`config.mk`:
```
export PLATFORM = sky130hd
export DESIGN_NAME = relay_encode
export DESIGN_NICKNAME = d
export VERILOG_FILES = /design/src/rtl/relay_encode.sv
export SDC_FILE = /design/constraint.sdc
export NUM_CORES = 1
export LEC_CHECK = 0
export ABC_AREA = 1
export CAP_MARGIN = 20
export CORE_MARGIN = 8
export CORE_UTILIZATION = 30
export CTS_BUF_LIST = sky130_fd_sc_hd__clkbuf_8
export DETAILED_ROUTE_END_ITERATION = 8
export MAX_ROUTING_LAYER = met4
export PLACE_DENSITY_LB_ADDON = 0.12
export SETUP_SLACK_MARGIN = 0.02
export SLEW_MARGIN = 25
export SYNTH_ARGS = -nofsm -noshare
export SYNTH_HDL_FRONTEND = slang
export SYNTH_SLANG_ARGS = --single-unit
```
`constraint.sdc`:
```
create_clock -name clk -period 2.08 [get_ports clk]
set_input_delay 0.416 -clock clk [delete_from_list [all_inputs] [get_ports clk]]
set_output_delay 0.416 -clock clk [all_outputs]
set_load 0.01 [all_outputs]
```
`src/rtl/relay_encode.sv`:
```
// Oversampled serial transmitter: start '1', DATA_BITS MSB-first, optional even parity, then a low gap.
// Optional parity bit is compiled in with `define RELAY_ENCODE_PARITY_EN.
module relay_encode #(
  parameter int SAMPLES_PER_BIT = 64,
  parameter int DATA_BITS       = 8,
  parameter int GAP_BITS        = 2
) (
  input  logic                 clk,
  input  logic                 reset,
  input  logic [DATA_BITS-1:0] tx_data,
  input  logic                 tx_valid,
  output logic                 tx_ready,
  output logic                 data_out,
  output logic                 busy,
  output logic                 frame_done
);

  localparam int SW = (SAMPLES_PER_BIT > 1) ? $clog2(SAMPLES_PER_BIT) : 1;
  localparam int BW = (DATA_BITS > 1) ? $clog2(DATA_BITS) : 1;
  localparam int GW = $clog2(GAP_BITS + 1);
  localparam logic [SW-1:0] CNT_LAST = SW'(SAMPLES_PER_BIT - 1);
  localparam logic [BW-1:0] BIT_LAST = BW'(DATA_BITS - 1);
  localparam logic [GW-1:0] GAP_LAST = GW'(GAP_BITS - 1);

  typedef enum logic [2:0] {
    IDLE   = 3'd0,
    START  = 3'd1,
    DATA   = 3'd2,
`ifdef RELAY_ENCODE_PARITY_EN
    PARITY = 3'd3,
`endif
    GAP    = 3'd4
  } state_t;

  state_t               state_q, state_d;
  logic [SW-1:0]        cnt_q, cnt_d;
  logic [BW-1:0]        bit_q, bit_d;
  logic [GW-1:0]        gap_q, gap_d;
  logic [DATA_BITS-1:0] shift_q, shift_d;
  logic                 data_out_q, data_out_d;
  logic                 tx_ready_q, tx_ready_d;
  logic                 busy_q, busy_d;
  logic                 frame_done_q, frame_done_d;
  logic                 bit_end;
`ifdef RELAY_ENCODE_PARITY_EN
  logic                 parity_q, parity_d;
`endif

  assign bit_end = (cnt_q == CNT_LAST);

  always_comb begin
    state_d = state_q;
    cnt_d   = cnt_q;
    bit_d   = bit_q;
    gap_d   = gap_q;
    shift_d = shift_q;
`ifdef RELAY_ENCODE_PARITY_EN
    parity_d = parity_q;
`endif
    if (state_q != IDLE) cnt_d = bit_end ? '0 : cnt_q + 1'b1;
    case (state_q)
      IDLE: begin
        cnt_d = '0;
        bit_d = '0;
        gap_d = '0;
        if (tx_valid && tx_ready_q) begin
          shift_d = tx_data;
`ifdef RELAY_ENCODE_PARITY_EN
          parity_d = ^tx_data;
`endif
          state_d = START;
        end
      end
      START: if (bit_end) state_d = DATA;
      DATA: begin
        if (bit_end) begin
          shift_d = shift_q << 1;
          if (bit_q == BIT_LAST) begin
`ifdef RELAY_ENCODE_PARITY_EN
            state_d = PARITY;
`else
            state_d = GAP;
`endif
          end else begin
            bit_d = bit_q + 1'b1;
          end
        end
      end
`ifdef RELAY_ENCODE_PARITY_EN
      PARITY: if (bit_end) state_d = GAP;
`endif
      GAP: begin
        if (bit_end) begin
          if (gap_q == GAP_LAST) state_d = IDLE;
          else gap_d = gap_q + 1'b1;
        end
      end
      default: state_d = IDLE;
    endcase

    // Outputs are registered from next-state values so the line only moves at bit boundaries
    data_out_d = 1'b0;
    case (state_d)
      START:  data_out_d = 1'b1;
      DATA:   data_out_d = shift_d[DATA_BITS-1];
`ifdef RELAY_ENCODE_PARITY_EN
      PARITY: data_out_d = parity_d;
`endif
      default: data_out_d = 1'b0;
    endcase
    tx_ready_d   = (state_d == IDLE);
    busy_d       = (state_d != IDLE);
    frame_done_d = (state_d == GAP) && (gap_d == GAP_LAST) && (cnt_d == CNT_LAST);
  end

  always_ff @(posedge clk or posedge reset) begin
    if (reset) begin
      state_q      <= IDLE;
      cnt_q        <= '0;
      bit_q        <= '0;
      gap_q        <= '0;
      shift_q      <= '0;
`ifdef RELAY_ENCODE_PARITY_EN
      parity_q     <= 1'b0;
`endif
      data_out_q   <= 1'b0;
      tx_ready_q   <= 1'b1;
      busy_q       <= 1'b0;
      frame_done_q <= 1'b0;
    end else begin
      state_q      <= state_d;
      cnt_q        <= cnt_d;
      bit_q        <= bit_d;
      gap_q        <= gap_d;
      shift_q      <= shift_d;
`ifdef RELAY_ENCODE_PARITY_EN
      parity_q     <= parity_d;
`endif
      data_out_q   <= data_out_d;
      tx_ready_q   <= tx_ready_d;
      busy_q       <= busy_d;
      frame_done_q <= frame_done_d;
    end
  end

  assign data_out   = data_out_q;
  assign tx_ready   = tx_ready_q;
  assign busy       = busy_q;
  assign frame_done = frame_done_q;

endmodule

```
== Word level (Yosys, flattened, before mapping) ==
Cells that the tools add are included.

* Flip-flop bits (word level): 26
* Output and inout port bits: 4

* Mux-type cells: 20
* Add/subtract/negate cells: 3
* Eq/ne operators: 14
* Reductions and logical operators: 10

{| class="wikitable"
|+ Operators with widths
! cell !! number
|-
| $mux W3 || 8
|-
| $mux W6 || 3
|-
| $mux W8 || 2
|-
| $pmux W8 S2 || 1
|-
| $eq A6 B6 Y1 const B || 2
|-
| $pmux W3 S4 || 1
|-
| $eq A3 B3 Y1 const B || 3
|-
| $add A6 B1 Y6 const B || 1
|-
| $eq A3 B1 Y1 const B || 2
|-
| $eq A3 B2 Y1 const B || 2
|-
| $logic_not A3 Y1 || 2
|-
| $ne A2 B2 Y1 const B || 3
|-
| $pmux W3 S2 || 1
|-
| $reduce_and A3 Y1 || 2
|-
| $reduce_bool A3 Y1 || 2
|-
| $eq A2 B1 Y1 const B || 2
|-
| $mux W2 || 2
|-
| $pmux W2 S2 || 1
|-
| $add A3 B1 Y3 const B || 1
|-
| $logic_and A1 B1 Y1 || 3
|-
| $add A2 B1 Y2 const B || 1
|-
| $pmux W1 S2 || 1
|-
| $reduce_bool A2 Y1 || 1
|}

== Longest topological paths before layout ==
* Word-level depth: 7
* Mapped depth: 10

== Worst setup path after synthesis ==
No wires, ideal clock.

* Path kind: register -> register
* From: register cnt_q[0]
* To: register data_out_q (netlist: data_out)
* Stages on the path, launching flop included: 11
* Setup time: 0.116 ns
* Data arrival time: 1.270 ns
* Path buffers: 0
* Period minus slack after synthesis: 1.386 ns
* Setup slack: 0.694 ns
* Required time: 1.964 ns
* Cell sequence: dfrtp_1 > ha_1 > nand3_2 > nor2_4 > nand2_4 > nand2_4 > inv_2 > nand2_1 > nand2_1 > nand2_1 > nand2_1

{| class="wikitable"
|+ RTL lines
! element !! RTL line !! text
|-
| from (decl) || 36 || <nowiki>logic [SW-1:0] cnt_q, cnt_d;</nowiki>
|-
| from (signal assigned) || 132 || <nowiki>cnt_q <= cnt_d;</nowiki>
|-
| $eq A6 B6 Y1 || 49 || <nowiki>assign bit_end = (cnt_q == CNT_LAST);</nowiki>
|-
| $mux W8 || 76 || <nowiki>if (bit_end) begin</nowiki>
|-
| $pmux W8 S2 || 61 || <nowiki>case (state_q)</nowiki>
|-
| named net shift_d[7] || 39 || <nowiki>logic [DATA_BITS-1:0] shift_q, shift_d;</nowiki>
|-
| $pmux W1 S2 || 103 || <nowiki>case (state_d)</nowiki>
|-
| named net data_out_d || 40 || <nowiki>logic data_out_q, data_out_d;</nowiki>
|-
| to (signal assigned) || 139 || <nowiki>data_out_q <= data_out_d;</nowiki>
|-
| to (decl) || 40 ||
|}

The timed path passes the listed nets, and every way through them passes these cells. The select of a mux whose other input is x is not followed.
A chain may end at the register's enable or synchronous reset.

== Worst setup path in the final report ==
* From: register tx_ready_q (netlist: tx_ready)
* To: output port tx_ready

{| class="wikitable"
|+ RTL lines
! element !! RTL line !! text
|-
| from (decl) || 41 || <nowiki>logic tx_ready_q, tx_ready_d;</nowiki>
|-
| from (signal assigned) || 140 || <nowiki>tx_ready_q <= tx_ready_d;</nowiki>
|-
| to (decl) || 12 || <nowiki>output logic tx_ready,</nowiki>
|}

No word-level cell between the ends.

==> flow_summary.ini <==
[run_status]
run_status = finished, final reports clean

[drt]
drt_wl_total_mm = 2.65
route.antenna.remaining_nets = 0
vias_per_cell = 4.43
detail_route.first_pass.iterations = 4
wl_per_cell_um = 11.8
dr_total_vias = 993
drt_iter0_markers = 30
drt_drc_violations_left = 0

[global_route]
grt_pass1_vias = 996
maximum_number_of_pins_on_one_net_before_global_route_repair = 27
global_route.overflow_total = 0
gr-usage-all-layers_pct = 9.00
antenna_found_initial = 0
global_route_wire_length_before_repair_mm = 4.59

[worst_setup_path]
cp_arrival_ns = 1.34
dominant_delay_contributor_by_cell_family_on_the_critical_path = flip-flops
critical_path.endpoint_type = output port
cp.buffers_inverters = 1
crit_required_ns = 1.66
worst_setup_path_start_kind = flop
critPathSlowestCell = sky130_fd_sc_hd__dfstp_2
crit_path_cell_trace = clkdlybuf4s50_1
crit_path_max_fanout = 2
critical-path-max-stage-delay_ns = 0.54
worstSetupPathType = flop to output port

[floorplanning]
die_area_sq_mm = 0.00676
floorplan.rows = 24
num_io_pins = 15
die_outline_height_um = 82.2
chipWidth_um = 82.2
floorplan.initialDensity_pct = 30.6
placeableCoreArea_sq_mm = 0.00429

[yosys]
post_synth_fa_ha_maj_area_fraction_pct = 2.85
synth_edf_count = 0
synth.cell_area_sq_mm = 0.00132
share_of_synthesized_area_occupied_by_flip_flops_and_latches_pct = 49.6
synth_flop_cell = sky130_fd_sc_hd__dfrtp_1
synth_compound_gate_area_share_pct = 8.37
asyncSetResetFlopFracSynth_pct = 100
synthDistinctLibCells = 26
multiplexer_fraction_of_the_synthesized_cell_area_pct = 0.761
synthesis.nets = 167
combinational_family_with_the_most_area_after_synthesis = simple AND/OR/NAND/NOR gates
netlist_instances = 153
yosys.area_share.xor_xnor_pct = 0
yosysWarningCount = 0
total_of_flip_flops_plus_latches_after_synthesis = 26
synth.avg_cell_area_sq_um = 8.59
yosys.area_share.simple_pct = 29.5

[clocking]
cts_root_buffer = sky130_fd_sc_hd__clkbuf_8
cts_resized = 0
hold_buffers = 0
cts-root-to-sink-buffers = 2
cts_max_level = 1
tritoncts = built
post-cts-setup-buffers = 0
clkSlewWorstSetupHoldPaths_ns = 0.09
numClockSinks = 26
insertion_delay_ns = 0.27
tritoncts.num_buffers = 3

[sta]
tightestPinTransition_ns = 0.338
fin_tns_setup_ns = 0
slew_violations = 0
slew-limit-headroom_pct = 77.5
layout_worst_path_cycle_share_pct = 84.7
rsz_0062_raised_after_global_routing = false
fmaxAchievable_mhz = 568
setup-violations-final = 0
fin_crit_ns = 1.76
final_clock_skew_ns = 0.00658
hold_violations = 0
hold_ws_ns = 0.486

[cells_and_area]
final_layout_size_suffix_gt1_share_pct = 14.5
syn2layout_area_growth_pct = 19.6
diodes = 0
layout_commonest_cell = sky130_fd_sc_hd__nand2_1
nets = 187
layout.cells.most_common_list = 39 x sky130_fd_sc_hd__nand2_1, 25 x sky130_fd_sc_hd__inv_1, 25 x sky130_fd_sc_hd__dfrtp_1, 14 x sky130_fd_sc_hd__clkdlybuf4s50_1, 12 x sky130_fd_sc_hd__nand3_1

[placement]
detailedPlacementHpwl_mm = 2.08
gpl.final_weighted_congestion = 0.764
placement.io_buffers = 14

[pwr]
vdd_ir_drop_max_mv = 0.263
power.density_cell_area_mw_per_mm2 = 526
power_leakage_uw = 0.000762

[hold_path]
worstHoldPathType = primary input to async pin

[flow_run]
max_cap_violations = 0
-- kinds of logic (layout without fill, tap and decap cells) --
group / after synthesis / in the layout
AO/OA/AOI/OAI: 15 / 15
adder cells (fa/ha/maj): 3 / 3
buffers and inverters: 30 / 49
flip-flops: 26 / 26
multiplexers: 1 / 1
AND/OR/NAND/NOR: 78 / 78
-- report_power, final --
part / internal (uW) / total, uW / switching (uW)
Sequential: 505 / 505 / 0
Combinational: 17.7 / 30.3 / 12.7
Clock: 132 / 292 / 160
Total: 655 / 828 / 173
-- cells in the mapped netlist, types with 2 or more instances --
cell type	n	area [sq um]
sky130_fd_sc_hd__nand4_1	2	12.5
sky130_fd_sc_hd__nand2_4	2	22.5
sky130_fd_sc_hd__a22oi_1	4	30.0
sky130_fd_sc_hd__dfrtp_1	25	626
sky130_fd_sc_hd__nand2_1	39	146
sky130_fd_sc_hd__nand2_2	5	31.3
sky130_fd_sc_hd__nor2_4	4	45.0
sky130_fd_sc_hd__o21ai_0	3	15.0
sky130_fd_sc_hd__inv_2	5	18.8
sky130_fd_sc_hd__inv_1	24	90.1
sky130_fd_sc_hd__nand3_1	12	60.1
sky130_fd_sc_hd__o21bai_1	2	15.0
sky130_fd_sc_hd__ha_1	3	37.5
sky130_fd_sc_hd__nor2_1	10	37.5
sky130_fd_sc_hd__o221ai_1	2	17.5
-- area by class of cell --
class,count,area [sq um]
clock buffer,3,41.3
clock inverter,1,3.75
fill,444,2720
inverter,30,118
multi-input combinational,97,546
sequential,26,652
tap,52,65.1
timing repair buffer,15,148
-- through the flow --
stage	worst slack [ns]	cells	utilization [%]	instance area, sq um	total power, uW
floorplan	0.694	153	-	1320	523
global route	0.272	224	36.6	1570	870
CTS	0.307	224	36.6	1570	847
global placement	0.358	220	35.6	1530	547
finish	0.319	224	36.6	1570	828
detailed placement	0.335	220	35.6	1530	547
-- worst paths after layout --
path                            slack [ns]                 start  depth (start not counted)                   end
worst max register to register        0.43    cnt_q[0]$_DFF_PP0_                          9  frame_done$_DFF_PP0_
worst min-delay path                  0.49                 reset                          3  bit_q[0]$_DFFE_PP0P_
worst min register to register        0.49  bit_q[0]$_DFFE_PP0P_                          1  bit_q[0]$_DFFE_PP0P_
max in group asynchronous             1.30                 reset                          3    tx_ready$_DFF_PP1_
min in group clk                      0.49  bit_q[0]$_DFFE_PP0P_                          1  bit_q[0]$_DFFE_PP0P_
worst max-delay path                  0.32    tx_ready$_DFF_PP1_                          1              tx_ready
-- registers in the layout, indices dropped and copies added, names as in the netlist --
signal	flops
bit_q	3
busy	1
frame_done	1
shift_q	8
gap_q	2
tx_ready	1
state_q	3
cnt_q	6
data_out	1
-- layer usage --
metal | track usage [%] | part of all wire, %
met1 | 10.8 | 51
met2 | 14.3 | 44
met3 | 2.27 | 2.8
met4 | 3.16 | 1.6
met5 | - | 0
(Power assumes the default switching activity.)
